--- config.mk ---
export PLATFORM = sky130hd
export DESIGN_NAME = vector_mem_sequencer_flat
export DESIGN_NICKNAME = d
export VERILOG_FILES = /design/src/rtl/vector_mem_sequencer_if.sv /design/src/rtl/vector_mem_sequencer.sv /design/src/flat_wrapper.sv
export SDC_FILE = /design/constraint.sdc
export NUM_CORES = 1
export LEC_CHECK = 0
export ABC_CLOCK_PERIOD_IN_PS = 3750
export BUFFER_PORTS_ARGS = -buffer_cell sky130_fd_sc_hd__buf_4
export CAP_MARGIN = 30
export CORE_AREA = 4 4 117 130
export CTS_CLUSTER_SIZE = 8
export DETAILED_ROUTE_END_ITERATION = 12
export DIE_AREA = 0 0 121 134
export SLEW_MARGIN = 20
export SYNTH_ARGS = -nofsm -noshare
export SYNTH_HDL_FRONTEND = slang
export SYNTH_SLANG_ARGS = --single-unit
--- constraint.sdc ---
create_clock -name clk -period 3.75 [get_ports clk]
set_input_delay 0.1875 -clock clk [delete_from_list [all_inputs] [get_ports clk]]
set_output_delay 0.1875 -clock clk [all_outputs]
set_load 0.03 [all_outputs]
--- src/rtl/vector_mem_sequencer_if.sv ---
// -----------------------------------------------------------------------------
// vector_mem_sequencer_if
//
// Single-element data-memory port driven by the vector memory sequencer.
//
// Signals:
//   mem_req    sequencer -> memory : transfer request
//   mem_we     sequencer -> memory : 1 = write, 0 = read
//   mem_addr   sequencer -> memory : transfer address (ADDR_W)
//   mem_wdata  sequencer -> memory : write data (DATA_W)
//   mem_ready  memory -> sequencer : acknowledge; transfer completes when
//                                    mem_req and mem_ready are both high
//   mem_rdata  memory -> sequencer : read data, valid in the acknowledge cycle
//
// Modports: master (sequencer side), slave (memory side).
// -----------------------------------------------------------------------------
interface vector_mem_sequencer_if #(
    parameter int ADDR_W = 16,
    parameter int DATA_W = 8
);
    logic              mem_req;
    logic              mem_we;
    logic [ADDR_W-1:0] mem_addr;
    logic [DATA_W-1:0] mem_wdata;
    logic              mem_ready;
    logic [DATA_W-1:0] mem_rdata;

    modport master (
        output mem_req,
        output mem_we,
        output mem_addr,
        output mem_wdata,
        input  mem_ready,
        input  mem_rdata
    );

    modport slave (
        input  mem_req,
        input  mem_we,
        input  mem_addr,
        input  mem_wdata,
        output mem_ready,
        output mem_rdata
    );
endinterface

--- src/rtl/vector_mem_sequencer.sv ---
// -----------------------------------------------------------------------------
// vector_mem_sequencer
//
// Executes the vector memory instructions lopix (vector load) and svpix
// (vector store) as LANES single-element transfers on the data-memory port,
// freezing the pipeline while it works. Loaded elements are gathered in a
// buffer and written into the vector register file in a single cycle.
//
// Ports:
//   clk, rst_n    clock, asynchronous active-low reset
//   start         instruction issue from decode (accepted only in IDLE)
//   is_store      1 = svpix, 0 = lopix (sampled with start)
//   base_addr     address of lane 0 (sampled with start)
//   vreg_idx      destination vector register for loads (sampled with start)
//   store_data    source vector for stores, lane i at [i*DATA_W +: DATA_W]
//   stall         pipeline freeze request (combinational)
//   busy          high in ACCESS and FINISH
//   memBus        data-memory port (master modport)
//   vec_we        one-cycle vector register write enable (loads only)
//   vec_waddr     vector register index
//   vec_wdata     assembled load vector (always the registered buffer)
//   done          one-cycle completion pulse
// -----------------------------------------------------------------------------
module vector_mem_sequencer #(
    parameter int LANES  = 4,
    parameter int DATA_W = 8,
    parameter int ADDR_W = 16
) (
    input  logic                      clk,
    input  logic                      rst_n,
    input  logic                      start,
    input  logic                      is_store,
    input  logic [ADDR_W-1:0]         base_addr,
    input  logic [3:0]                vreg_idx,
    input  logic [LANES*DATA_W-1:0]   store_data,
    output logic                      stall,
    output logic                      busy,
    vector_mem_sequencer_if.master    memBus,
    output logic                      vec_we,
    output logic [3:0]                vec_waddr,
    output logic [LANES*DATA_W-1:0]   vec_wdata,
    output logic                      done
);

    localparam int LANE_W = (LANES > 1) ? $clog2(LANES) : 1;
    localparam logic [LANE_W-1:0] LAST_LANE = LANE_W'(LANES - 1);

    typedef enum logic [1:0] {
        IDLE   = 2'd0,
        ACCESS = 2'd1,
        FINISH = 2'd2
    } state_t;

    state_t                    state;
    state_t                    stateNext;

    logic [LANE_W-1:0]         lane;
    logic                      storeQ;
    logic [ADDR_W-1:0]         baseQ;
    logic [3:0]                vregQ;
    logic [LANES*DATA_W-1:0]   storeDataQ;
    logic [LANES*DATA_W-1:0]   loadBuf;

    logic                      busyC;
    logic                      reqC;
    logic                      doneC;
    logic                      vecWeC;
    logic                      accept;
    logic                      ack;

    // Pick one element out of a packed vector.
    function automatic logic [DATA_W-1:0] laneSlice(
        input logic [LANES*DATA_W-1:0] vec,
        input logic [LANE_W-1:0]       idx
    );
        return vec[int'(idx)*DATA_W +: DATA_W];
    endfunction

    // ---- state register ----
    always_ff @(posedge clk or negedge rst_n) begin
        if (!rst_n) begin
            state <= IDLE;
        end else begin
            state <= stateNext;
        end
    end

    // ---- next-state and control decode ----
    always_comb begin
        stateNext = state;
        busyC     = 1'b0;
        reqC      = 1'b0;
        doneC     = 1'b0;
        vecWeC    = 1'b0;
        case (state)
            IDLE: begin
                if (start) begin
                    stateNext = ACCESS;
                end
            end
            ACCESS: begin
                busyC = 1'b1;
                reqC  = 1'b1;
                if (memBus.mem_ready && (lane == LAST_LANE)) begin
                    stateNext = FINISH;
                end
            end
            FINISH: begin
                busyC     = 1'b1;
                doneC     = 1'b1;
                vecWeC    = ~storeQ;
                stateNext = IDLE;
            end
            default: begin
                stateNext = IDLE;
            end
        endcase
    end

    assign accept = (state == IDLE) && start;
    assign ack    = reqC && memBus.mem_ready;

    // ---- operand latch, lane counter and load buffer ----
    // The lane counter only moves on an acknowledge, which keeps the
    // request address and write data stable while memory is not ready.
    always_ff @(posedge clk or negedge rst_n) begin
        if (!rst_n) begin
            lane       <= '0;
            storeQ     <= 1'b0;
            baseQ      <= '0;
            vregQ      <= '0;
            storeDataQ <= '0;
            loadBuf    <= '0;
        end else if (accept) begin
            lane       <= '0;
            storeQ     <= is_store;
            baseQ      <= base_addr;
            vregQ      <= vreg_idx;
            storeDataQ <= store_data;
        end else if (ack) begin
            if (!storeQ) begin
                loadBuf[int'(lane)*DATA_W +: DATA_W] <= memBus.mem_rdata;
            end
            if (lane != LAST_LANE) begin
                lane <= lane + LANE_W'(1);
            end
        end
    end

    // ---- outputs ----
    // stall covers the issue cycle itself so decode holds the instruction
    // before the FSM has registered it.
    assign stall = busyC | accept;
    assign busy  = busyC;
    assign done  = doneC;

    assign memBus.mem_req   = reqC;
    assign memBus.mem_we    = reqC & storeQ;
    assign memBus.mem_addr  = reqC ? (baseQ + ADDR_W'(lane)) : '0;
    assign memBus.mem_wdata = (reqC && storeQ) ? laneSlice(storeDataQ, lane) : '0;

    assign vec_we    = vecWeC;
    assign vec_waddr = vregQ;
    assign vec_wdata = loadBuf;

endmodule

--- src/flat_wrapper.sv ---
// flat-port wrapper written by rule: the top's interface ports become plain ports
module vector_mem_sequencer_flat 
#(
    parameter int LANES  = 4,
    parameter int DATA_W = 8,
    parameter int ADDR_W = 16
)
  (clk, rst_n, start, is_store, base_addr, vreg_idx, store_data, stall, busy, vec_we, vec_waddr, vec_wdata, done, memBus_mem_req, memBus_mem_we, memBus_mem_addr, memBus_mem_wdata, memBus_mem_ready, memBus_mem_rdata);
  vector_mem_sequencer_if #(.ADDR_W(ADDR_W), .DATA_W(DATA_W)) memBus_i ();
  input  logic clk;
  input  logic rst_n;
  input  logic start;
  input  logic is_store;
  input  logic [ADDR_W-1:0] base_addr;
  input  logic [3:0] vreg_idx;
  input  logic [LANES*DATA_W-1:0] store_data;
  output logic stall;
  output logic busy;
  output logic vec_we;
  output logic [3:0] vec_waddr;
  output logic [LANES*DATA_W-1:0] vec_wdata;
  output logic done;
  output wire logic [$bits(memBus_i.mem_req)-1:0] memBus_mem_req;
  output wire logic [$bits(memBus_i.mem_we)-1:0] memBus_mem_we;
  output wire logic [$bits(memBus_i.mem_addr)-1:0] memBus_mem_addr;
  output wire logic [$bits(memBus_i.mem_wdata)-1:0] memBus_mem_wdata;
  input wire logic [$bits(memBus_i.mem_ready)-1:0] memBus_mem_ready;
  input wire logic [$bits(memBus_i.mem_rdata)-1:0] memBus_mem_rdata;
  assign memBus_mem_req = memBus_i.mem_req;
  assign memBus_mem_we = memBus_i.mem_we;
  assign memBus_mem_addr = memBus_i.mem_addr;
  assign memBus_mem_wdata = memBus_i.mem_wdata;
  assign memBus_i.mem_ready = memBus_mem_ready;
  assign memBus_i.mem_rdata = memBus_mem_rdata;
  vector_mem_sequencer #(.LANES(LANES), .DATA_W(DATA_W), .ADDR_W(ADDR_W)) u_core (.clk(clk), .rst_n(rst_n), .start(start), .is_store(is_store), .base_addr(base_addr), .vreg_idx(vreg_idx), .store_data(store_data), .stall(stall), .busy(busy), .memBus(memBus_i), .vec_we(vec_we), .vec_waddr(vec_waddr), .vec_wdata(vec_wdata), .done(done));
endmodule
==> metrics.md, run 1 <==
| Metric | Value |
|---|---|
| Outcome | `finished, final reports clean` |
| Peak supply drop | `0.261 mV` |
| DP Wirelength | `8300 microns` |
| CP Launch Type | `flop` |
| Setup crit end kind | `primary output` |
| Share of cells above drive strength 1 | `0.273` |
| Post_cts resized | `0` |
| H-tree Lvls | `3` |
| Proportion of synthesized area in mux cells | `0.0424` |
| Ys async rst share | `1.00` |
| Synthesized instance count | `481` |
| DRT Wirelength | `11200 microns` |
| Syn Nets | `559` |
| Hold_buf cts | `1` |
| DR vias/cell | `4.50` |
| Setup TNS | `0 ps` |
| Number of buffers added on ports | `130` |
| RSZ-0062 raised after global routing | `false` |
| Wire per inst | `14.1 microns` |
| Total number of vias | `3588` |
| Initial Util | `0.308` |
| Placer Congestion | `0.799` |
| N_diodes | `0` |
| Remaining global-route overflow | `0` |
| DP Worst Slack | `1480 ps` |
| Max_slew headroom | `0.504` |
| Seq cells post-synth | `89` |
| Post-DRT Antenna Nets | `0` |
| Worst hold path class | `input pin to flop` |
| Leak Pwr | `0.00284 uW` |
| Power density over the cells | `739 mW/mm^2` |
| Yosys warns | `0` |
| Crit path kind | `flop to primary output` |
| Post-Synth XOR/XNOR Area | `0.0248` |
| Num CTS Buffers | `9` |
| Clk_lat worst skew | `340 ps` |
| Design Power | `4200 uW` |
| Final setup fails | `0` |
| Final worst-path cycle share | `0.699` |
| Max Cap Viol | `0` |
| Post-CTS Setup Repair Bufs | `0` |
| Simple logic cell fraction of the synthesized area | `0.283` |
| Detailed Routing Iterations Pass 1 | `4` |
| Synth Area in Compound Gates | `0.0548` |
| Post-synth top flop | `dfrtp_1` |
| CTS tree | `built` |
| EDFF count, synth | `0` |
| Pin count of the biggest net entering global routing | `59` |
| Vias in the first global route | `3734` |
| Core footprint | `0.0138 sq mm` |
| # IOs | `131` |
| DRC | `0` |
| Critical path arrival | `2430 ps` |
| Fillers | `1411` |
| Seq/Total Area, Yosys | `0.525` |
| Clock transition at the registers of the reported paths | `70 ps` |
| Max Fclk | `381 MHz` |
| First-pass GRT wire length | `18300 microns` |
| CTS sink cnt | `89` |
| Placed cells | `779` |
| Initial antenna violation count | `0` |
| Largest family of logic cells by synthesized area | `simple AND/OR/NAND/NOR gates` |
| Minimum clock period | `2620 ps` |
| Nets | `682` |
| Die area | `0.0162 sq mm` |
| Max Root-Sink Buffers | `2` |
| Syn_area_per_cell | `8.83 sq um` |
| Site Rows | `45` |
| Non-Filler Instances | `797` |
| Overall die height | `134 microns` |
| Final Max Slew Viols | `0` |
| Area growth from synthesis to layout | `34.0%` |
| Crit path max fanout | `11` |
| Worst clock skew | `6.06 ps` |
| Slew @ Worst Pin | `744 ps` |
| Final setup margin | `1130 ps` |
| Die X-Extent | `121 microns` |
| DRT iter0 DRCs | `188` |
| Total Routing Usage GR | `0.143` |
| Fin. Hold Viols | `0` |
| CTS Root Buffer Type | `clkbuf_16` |
| WP data required | `3560 ps` |
| Synth Area in Adders | `0.0401` |
| Post-synth cell types | `33` |
| Synthesized area | `0.00425 sq mm` |
[critical path, stage by stage (launching register included)]
cell and delay (ps):
dfrtp_1 450, buf_4 300, ha_1 230, fa_1 330, nand2_2 100, or3_1 350
a21oi_1 150, buf_4 180
[per-stage QoR]
step	hold slack [ps]	cell area [sq um]	util
after global routing	24.4	5690	0.412
after detailed placement	305	5380	0.390
after CTS	18.8	5660	0.410
final	28.7	5690	0.412
after global placement	310	5380	0.390
after floorplan	-108	4250	-
[cells in the mapped netlist, types with 2 or more instances]
master,instances,area [sq um]
xnor2_1,3,26.3
o21ai_0,4,20.0
nand4_1,6,37.5
buf_1,3,11.3
and2_1,13,81.3
o21ai_1,34,170
nand2_1,229,860
buf_4,2,15.0
nand2b_1,2,12.5
inv_1,4,15.0
nand3_1,9,45.0
inv_2,2,7.51
buf_2,4,20.0
or3_1,2,12.5
and4_1,3,26.3
nor2b_1,2,12.5
ha_1,12,150
a21oi_1,4,20.0
nor2_1,12,45.0
nor3b_2,3,37.5
clkbuf_1,13,48.8
xor2_1,9,78.8
dfrtp_1,89,2230
mux4_2,8,180
[kinds of logic (layout without fill, tap and decap cells)]
logic type / after synthesis / count (layout)
AND/OR/NAND/NOR: 285 / 285
flip-flops: 89 / 89
AO/OA/AOI/OAI: 45 / 45
buffers and inverters: 29 / 157
adder cells (fa/ha/maj): 13 / 13
XOR/XNOR: 12 / 12
multiplexers: 8 / 8
[metal layers]
metal  vias to the layer above  track usage  wire [microns]
li1                       1788            -               -
met1                      1683        0.182            4970
met2                        99        0.230            5400
met3                        18       0.0295             608
met4                         0       0.0693             250
met5                         -            0               0
[cells in the final DEF, fill, tap and decap left out, types with 4 or more instances in the layout]
master     count
nand2_1      228
nand3_1        9
clkbuf_16      9
inv_1          4
o21ai_0        4
nor2_1        12
nand4_1        6
buf_4        133
mux4_2         8
and2_1        12
ha_1          12
xor2_1         9
o21ai_1       34
a21oi_1        4
dfrtp_1       89
[sequential cells by signal (all words and copies together) (netlist names)]
signal             cells
u_core.vec_wdata      32
u_core.lane            2
u_core.vec_waddr       4
u_core.storeDataQ     32
u_core.state           2
u_core.storeQ          1
u_core.baseQ          16
[worst paths after layout]
kind / start / endpoint / slack [ps] / cells past startpoint
worst max register to register: u_core.lane[1] / u_core.vec_wdata[18] / 1490 / 5
worst max-delay path: u_core.lane[0] / memBus_mem_addr[12] / 1130 / 7
min in group asynchronous: rst_n / u_core.vec_wdata[28] / 450 / 2
worst min register to register: u_core.storeDataQ[23] / u_core.storeDataQ[23] / 470 / 2
worst min-delay path: vreg_idx[3] / u_core.vec_waddr[3] / 30 / 3
max in group asynchronous: rst_n / u_core.vec_wdata[25] / 2390 / 3
[report_power, final]
part	switching, uW	internal, uW
combinational	1100	720
sequential	266	1290
clock	374	451
[layout make-up]
class | instances | area (sq um) | area share
well taps | 188 | 235 | 0.0414
repair buffers | 135 | 1040 | 0.182
clock buffers | 10 | 229 | 0.0403
multi-input cells | 363 | 1890 | 0.333
flip-flops and latches | 89 | 2230 | 0.392
inverters | 6 | 22.5 | 0.00396
clock inverters | 6 | 43.8 | 0.00770
No activity file was read; power rests on OpenSTA's default activity.
==> inputs of run 2 (changes only) <==
--- a/config.mk
+++ b/config.mk
@@ -5,13 +5,14 @@
 export SDC_FILE = /design/constraint.sdc
 export NUM_CORES = 1
 export LEC_CHECK = 0
-export ABC_CLOCK_PERIOD_IN_PS = 3750
+export ABC_AREA = 1
+export ABC_CLOCK_PERIOD_IN_PS = 2300
 export BUFFER_PORTS_ARGS = -buffer_cell sky130_fd_sc_hd__buf_4
 export CAP_MARGIN = 30
-export CORE_AREA = 4 4 117 130
+export CORE_AREA = 4 4 121 134
 export CTS_CLUSTER_SIZE = 8
 export DETAILED_ROUTE_END_ITERATION = 12
-export DIE_AREA = 0 0 121 134
+export DIE_AREA = 0 0 125 138
 export SLEW_MARGIN = 20
 export SYNTH_ARGS = -nofsm -noshare
 export SYNTH_HDL_FRONTEND = slang
==> constraint.sdc (replaced) <==
create_clock -name clk -period 2.3 [get_ports clk]
set_input_delay 0.115 -clock clk [delete_from_list [all_inputs] [get_ports clk]]
set_output_delay 0.115 -clock clk [all_outputs]
set_load 0.03 [all_outputs]
==> run 2 against run 1 <==
Net effect:
- die area grew 6.4%
- sequential share of layout area shrank 5.0 points
- worst setup slack lost 990 ps
- largest power group unchanged
==> metrics.md, run 2 <==
| Metric | Value |
|---|---|
| Critical path arrival | `2050 ps (-380 ps)` |
| Worst path top cell family by delay | `adder cells` |
| Sequential Area | `0.00223 sq mm (unchanged)` |
| Seq/Total Area, Yosys | `0.493 (-0.0313)` |
| N_diodes | `0 (unchanged)` |
| Worst clock skew | `5.23 ps (-0.829 ps)` |
| Total number of vias | `4305 (+20%)` |
| Crit path kind | `flop to primary output` |
| Max Root-Sink Buffers | `2 (unchanged)` |
| Fin. Hold Viols | `0 (unchanged)` |
| Post-DRT Antenna Nets | `0 (unchanged)` |
| DRT iter0 DRCs | `277 (+47%)` |
| Synth area leaders | `dfrtp_1 49%, nand2_1 20%, nor2_1 4.7%` |
| Placer Congestion | `0.800 (+0.23%)` |
| Worst hold path class | `input pin to flop` |
| Detailed Routing Iterations Pass 1 | `4 (unchanged)` |
| First-pass GRT wire length | `21500 microns (+18%)` |
| Max Fclk | `463 MHz` |
| DRC | `0 (unchanged)` |
| Syn Nets | `653 (+17%)` |
| Site Rows | `47 (+4.4%)` |
| Post_cts resized | `0 (unchanged)` |
| # IOs | `131 (unchanged)` |
| Num CTS Buffers | `9 (unchanged)` |
| Ys async rst share | `1.00 (unchanged)` |
| DR vias/cell | `4.51 (+0.13%)` |
| Syn_area_per_cell | `7.85 sq um (-11%)` |
| Placed cells | `887 (+14%)` |
| Multi-input logic area | `0.00203 sq mm (+7.1%)` |
| Non-Filler Instances | `955 (+20%)` |
| Outcome | `finished, final reports clean` |
| DP Wirelength | `8940 microns (+7.7%)` |
| Final worst-path cycle share | `0.940` |
| Die area | `0.0173 sq mm (+6.4%)` |
| Number of buffers added on ports | `130 (unchanged)` |
| CTS tree | `built` |
| Max_slew headroom | `0.586 (+0.0826)` |
| Setup crit end kind | `primary output` |
| Synthesized area | `0.00451 sq mm (+6.3%)` |
| Synth top cells by count | `236 x nand2_1, 89 x dfrtp_1, 57 x nor2_1, 38 x o21ai_0, 31 x inv_1` |
| DRT Wirelength | `13100 microns (+16%)` |
| Top-area cell type share of the netlist area | `0.493 (-0.0313)` |
| Remaining global-route overflow | `0 (unchanged)` |
| Total Routing Usage GR | `0.152 (+0.00905)` |
| Yosys warns | `0 (unchanged)` |
| Critical path buffers and inverters | `2 (unchanged)` |
| Pin count of the biggest net entering global routing | `61 (+3.4%)` |
| Peak supply drop | `0.593 mV (+130%)` |
| H-tree Lvls | `3 (unchanged)` |
| Share of cells above drive strength 1 | `0.249 (-0.0236)` |
| Hold Path Depth | `3 (unchanged)` |
| Fillers | `1518 (+7.6%)` |
| Final Max Slew Viols | `0 (unchanged)` |
| Minimum clock period | `2160 ps` |
| Crit-path slowest cell | `dfrtp_1` |
| Post-synth cell types | `29 (-12%)` |
| Reg2Reg Depth | `5 (unchanged)` |
| CTS sink cnt | `89 (unchanged)` |
| Vias in the first global route | `4247 (+14%)` |
| Critical-path cell list | `ha_1 -> fa_1 -> nand2_1 -> inv_1 -> a211oi_1 -> buf_4` |
| CP Launch Type | `flop` |
| Die X-Extent | `125 microns (+3.3%)` |
| Area growth from synthesis to layout | `44.3%` |
| Core footprint | `0.0149 sq mm (+8.3%)` |
| Nets | `833 (+22%)` |
| Slew @ Worst Pin | `620 ps (-124 ps)` |
| Crit path max fanout | `4 (-7)` |
| Largest area contributor in the netlist | `dfrtp_1` |
| Hold_buf cts | `53 (+52)` |
| Post-CTS Setup Repair Bufs | `0 (unchanged)` |
| Cell depth of the worst setup path | `6 (-1)` |
| Crit path largest cell delay | `390 ps (-60 ps)` |
| EDFF count, synth | `0 (unchanged)` |
| Leak Pwr | `0.00336 uW (+19%)` |
| Clk_lat worst skew | `340 ps (about the same)` |
| RSZ-0062 raised after global routing | `false` |
| Max Cap Viol | `0 (unchanged)` |
| Commonest non-fill, non-tap cells in the layout | `236 x nand2_1, 136 x buf_4, 89 x dfrtp_1` |
| Setup TNS | `0 ps (unchanged)` |
| Synthesized instance count | `575 (+20%)` |
| Initial antenna violation count | `0 (unchanged)` |
| Initial Util | `0.302 (-0.00553)` |
| Final setup fails | `0 (unchanged)` |
| Wire per inst | `13.7 microns (-2.9%)` |
| Most frequent cell after synthesis | `nand2_1` |
| WP data required | `2180 ps (-1380 ps)` |
| Clock transition at the registers of the reported paths | `60 ps (about the same)` |
| Commonest non-fill, non-tap cell in the layout | `nand2_1` |
| Overall die height | `138 microns (+3.0%)` |
| Post-synth top flop | `dfrtp_1` |
| Power density over the cells | `1240 mW/mm^2 (+68%)` |
| CTS Root Buffer Type | `clkbuf_16` |
| Seq cells post-synth | `89 (unchanged)` |
-- run 2: changes by cell type after synthesis, moves of 24 or more --
cell / change
nor2_1: +45
o21ai_0: +34
o21ai_1: -30
inv_1: +27
o21ai_2: +24
-- run 2: cell families (layout without fill, tap and decap cells) --
| family | count (synthesis) | after routing | share of synthesized area |
|---|---|---|---|
| buffers and inverters | 58 | 242 | 0.0576 |
| AO/OA/AOI/OAI | 85 | 85 | 0.115 |
| flip-flops | 89 | 89 | 0.493 |
| adder cells (fa/ha/maj) | 13 | 13 | 0.0377 |
| AND/OR/NAND/NOR | 330 | 330 | 0.296 |
-- run 2: report_power, final --
| part | switching [uW] | internal (uW) | total, uW |
|---|---|---|---|
| clock network | 614 | 830 | 1440 |
| registers | 430 | 2190 | 2620 |
| logic | 2620 | 1410 | 4030 |
-- run 2: metal layers --
layer / routed length [microns] / vias to the layer above / track usage
li1: - / 2170 / -
met4: 233 / 0 / 0.0565
met3: 704 / 19 / 0.0351
met2: 6050 / 127 / 0.242
met5: 0 / - / 0
met1: 6060 / 1989 / 0.202
-- run 2: path summary, 6_finish.rpt --
| path | from | to | slack, ps |
|---|---|---|---|
| setup / recovery | u_core.lane[0] | memBus_mem_addr[6] | 140 |
| hold / removal | base_addr[11] | u_core.baseQ[11] | 20 |
| setup reg to reg | u_core.lane[1] | u_core.vec_wdata[29] | 500 |
| hold reg to reg | u_core.storeDataQ[11] | u_core.storeDataQ[11] | 470 |
| max in group asynchronous | rst_n | u_core.storeDataQ[31] | 1320 |
| min in group asynchronous | rst_n | u_core.vec_wdata[0] | 330 |
-- run 2: metrics by stage --
step                worst slack [ps]  area (sq um)  power [uW]   util  hold WS, ps
CTS                              112          6510        8190  0.436        0.746
floorplan                        186          4510        5270      -         -181
detailed placement               468          5700        6630  0.381          179
finish                           138          6510        8090  0.436         18.2
global placement                 475          5700        6600  0.381          187
global route                    12.2          6510        8730  0.436         28.1
-- run 2: layout make-up --
| cell class | count | area share |
|---|---|---|
| inverters | 36 | 0.0211 |
| flip-flops and latches | 89 | 0.342 |
| well taps | 196 | 0.0376 |
| clock inverters | 6 | 0.00922 |
| multi-input cells | 428 | 0.311 |
| clock buffers | 9 | 0.0346 |
| repair buffers | 191 | 0.244 |
-- run 2: worst register-to-register path: cells and delay by family (launching register included) --
kind	cells	cell delay [ps]
compound gates	1	160
fa+ha+maj	1	360
buf+inv	1	180
flops	1	470
simple gates	2	550
==> inputs of run 3 (changes only) <==
--- a/config.mk
+++ b/config.mk
@@ -13,6 +13,8 @@
 export CTS_CLUSTER_SIZE = 8
 export DETAILED_ROUTE_END_ITERATION = 12
 export DIE_AREA = 0 0 125 138
+export SETUP_SLACK_MARGIN = 0.2
+export SKIP_LAST_GASP = 1
 export SLEW_MARGIN = 20
 export SYNTH_ARGS = -nofsm -noshare
 export SYNTH_HDL_FRONTEND = slang
==> run 3 against run 2 <==
Net effect:
- die area unchanged
- cell count up 0.21%
- wire length down 1.0%
- critical endpoint is now memBus_mem_wdata[3]
- worst setup slack better by 140 ps
- combinational power up 2%
- largest cell class unchanged
==> metrics.md, run 3 (synthesis results as in run 2) <==
| Metric | Value |
|---|---|
| Vias in the first global route | `4265 (+0.42%)` |
| H-tree Lvls | `3 (unchanged)` |
| Worst clock skew | `5.12 ps (-0.110 ps)` |
| Nets | `836 (+0.36%)` |
| Commonest non-fill, non-tap cells in the layout | `230 x nand2_1, 138 x buf_4, 88 x dfrtp_1` |
| CTS tree | `built` |
| Setup TNS | `0 ps (unchanged)` |
| Worst hold path class | `input pin to flop` |
| Outcome | `finished, final reports clean` |
| Crit path max fanout | `19 (+15)` |
| Final worst-path cycle share | `0.880 (-0.0597)` |
| Max Fclk | `494 MHz (+6.8%)` |
| Cell depth of the worst setup path | `6 (unchanged)` |
| Crit path kind | `flop to primary output` |
| DP Wirelength | `9080 microns (+1.6%)` |
| Die area | `0.0173 sq mm (unchanged)` |
| Crit path largest cell delay | `390 ps (about the same)` |
| First-pass GRT wire length | `21200 microns (-1.4%)` |
| Sw Share | `0.444 (-0.00869)` |
| Clock transition at the registers of the reported paths | `60 ps (about the same)` |
| Max Cap Viol | `0 (unchanged)` |
| Placed cells | `888 (+0.11%)` |
| Worst hold margin | `17.8 ps (-0.455 ps)` |
| Clock power frac | `0.185 (+0.007)` |
| Remaining global-route overflow | `0 (unchanged)` |
| Initial Util | `0.302 (unchanged)` |
| Final setup fails | `0 (unchanged)` |
| Commonest non-fill, non-tap cell in the layout | `nand2_1` |
| Design Power | `8250 uW (+2.0%)` |
| Peak supply drop | `0.451 mV (-24%)` |
| Multi-input logic area | `0.00208 sq mm (+2.7%)` |
| Setup crit end kind | `primary output` |
| CP Launch Type | `flop` |
| Leak Pwr | `0.00341 uW (+1.4%)` |
| DRC | `0 (unchanged)` |
| Total number of vias | `4254 (-1.2%)` |
| N_diodes | `0 (unchanged)` |
| CTS Root Buffer Type | `clkbuf_16` |
| Number of buffers added on ports | `130 (unchanged)` |
| Power density over the cells | `1250 mW/mm^2 (+0.55%)` |
| Critical-path cell list | `buf_4 -> inv_1 -> buf_4 -> o21ai_0 -> a21oi_1 -> buf_4` |
| Minimum clock period | `2020 ps (-137 ps)` |
| Placer Congestion | `0.800 (about the same)` |
| Critical path buffers and inverters | `4 (+2)` |
| Share of cells above drive strength 1 | `0.269 (+0.0204)` |
| Hold Path Depth | `3 (unchanged)` |
| Initial antenna violation count | `0 (unchanged)` |
| Clk_lat worst skew | `340 ps (about the same)` |
| Non-Filler Instances | `957 (+0.21%)` |
| Worst path top cell family by delay | `buffers and inverters` |
| Area growth from synthesis to layout | `46.4%` |
| Fin util | `0.443 (+0.00645)` |
| Fin. Hold Viols | `0 (unchanged)` |
| DR vias/cell | `4.45 (-1.4%)` |
| CTS sink cnt | `89 (unchanged)` |
| Max_slew headroom | `0.582 (-0.00402)` |
| DRT iter0 DRCs | `231 (-17%)` |
| Switch Pwr | `3660 uW (about the same)` |
| DRT Wirelength | `12900 microns (-1.0%)` |
| Fillers | `1489 (-1.9%)` |
| Pin count of the biggest net entering global routing | `63 (+3.3%)` |
| Overall die height | `138 microns (unchanged)` |
| Wire per inst | `13.5 microns (-1.2%)` |
| Core footprint | `0.0149 sq mm (unchanged)` |
| Post-DRT Antenna Nets | `0 (unchanged)` |
| Final Max Slew Viols | `0 (unchanged)` |
| Die X-Extent | `125 microns (unchanged)` |
| Crit-path slowest cell | `dfrtp_1` |
| Most frequent CP cell | `buf_4` |
| Total Routing Usage GR | `0.151 (-0.000678)` |
| Detailed Routing Iterations Pass 1 | `5 (+1)` |
| Comb power frac | `0.496 (-0.002)` |
| RSZ-0062 raised after global routing | `true` |
| Max Root-Sink Buffers | `2 (unchanged)` |
| WP data required | `2180 ps (about the same)` |
| Slew @ Worst Pin | `626 ps (+6.03 ps)` |
| Sequential Area | `0.00223 sq mm (about the same)` |
| Critical path arrival | `1910 ps (-140 ps)` |
| Seq pwr share | `0.318 (-0.006)` |
| Int Power | `4590 uW (+3.7%)` |
| Site Rows | `47 (unchanged)` |
| # IOs | `131 (unchanged)` |
| Reg2Reg Depth | `6 (+1)` |
| Num CTS Buffers | `9 (unchanged)` |
## run 3: cell types whose count changed in the layout (fill, tap and decap cells not counted), sizes merged
cell / previous run / this run
buf: 138 / 141
clkinvlp: 2 / 0
bufinv: 1 / 2
clkbuf: 9 / 10
clkinv: 5 / 4
## run 3: timing repair
| action | CTS | global route |
|---|---|---|
| setup buffers | 0 | 2 |
| endpoints found under the setup margin | 9 | 13 |
| endpoints found under the hold margin | 97 | 0 |
| hold buffers | 53 | 0 |
| pin swaps | 1 | 3 |
| gates resized for setup | 4 | 14 |
## run 3: metal layers
layer | GRT usage | part of all wire
met3 | 0.0340 | 0.056
met4 | 0.0548 | 0.016
met5 | 0 | 0
met2 | 0.243 | 0.47
met1 | 0.200 | 0.46
## run 3: stage by stage
stage	setup slack, ps	instance area [sq um]
floorplan	255	4520
global placement	497	5710
detailed placement	450	5710
CTS	205	6550
global route	192	6610
finish	276	6610
## run 3: worst register-to-register path, cell delays in order (launching register included)
cell	delay [ps]
dfrtp_1	390
buf_4	140
inv_1	150
ha_1	300
nor2_1	410
nand3_1	160
o21ai_2	150
## run 3: cell type report
type,count,share of cell area
tap,196,0.0371
clock inverter,4,0.0106
multi-input combinational,428,0.315
inverter,36,0.0208
sequential,89,0.337
timing repair buffer,194,0.245
clock buffer,10,0.0346
## run 3: power groups by stage
stage	Sequential [uW]	Clock [uW]	Combinational, uW
after floorplan	2900	0	2380
after global placement	2630	0	3990
after detailed placement	2630	0	4020
after CTS	2630	1580	4110
after global routing	2720	1640	4570
final	2630	1530	4100
## run 3: worst paths after layout
kind	start	endpoint	slack (ps)
max in group asynchronous	rst_n	u_core.lane[1]	1320
hold reg to reg	u_core.storeDataQ[11]	u_core.storeDataQ[11]	470
min in group asynchronous	rst_n	u_core.vec_wdata[20]	320
hold / removal	memBus_mem_rdata[6]	u_core.vec_wdata[6]	20
setup reg to reg	u_core.lane[0]	u_core.vec_wdata[29]	510
setup / recovery	u_core.lane[0]	memBus_mem_wdata[3]	280
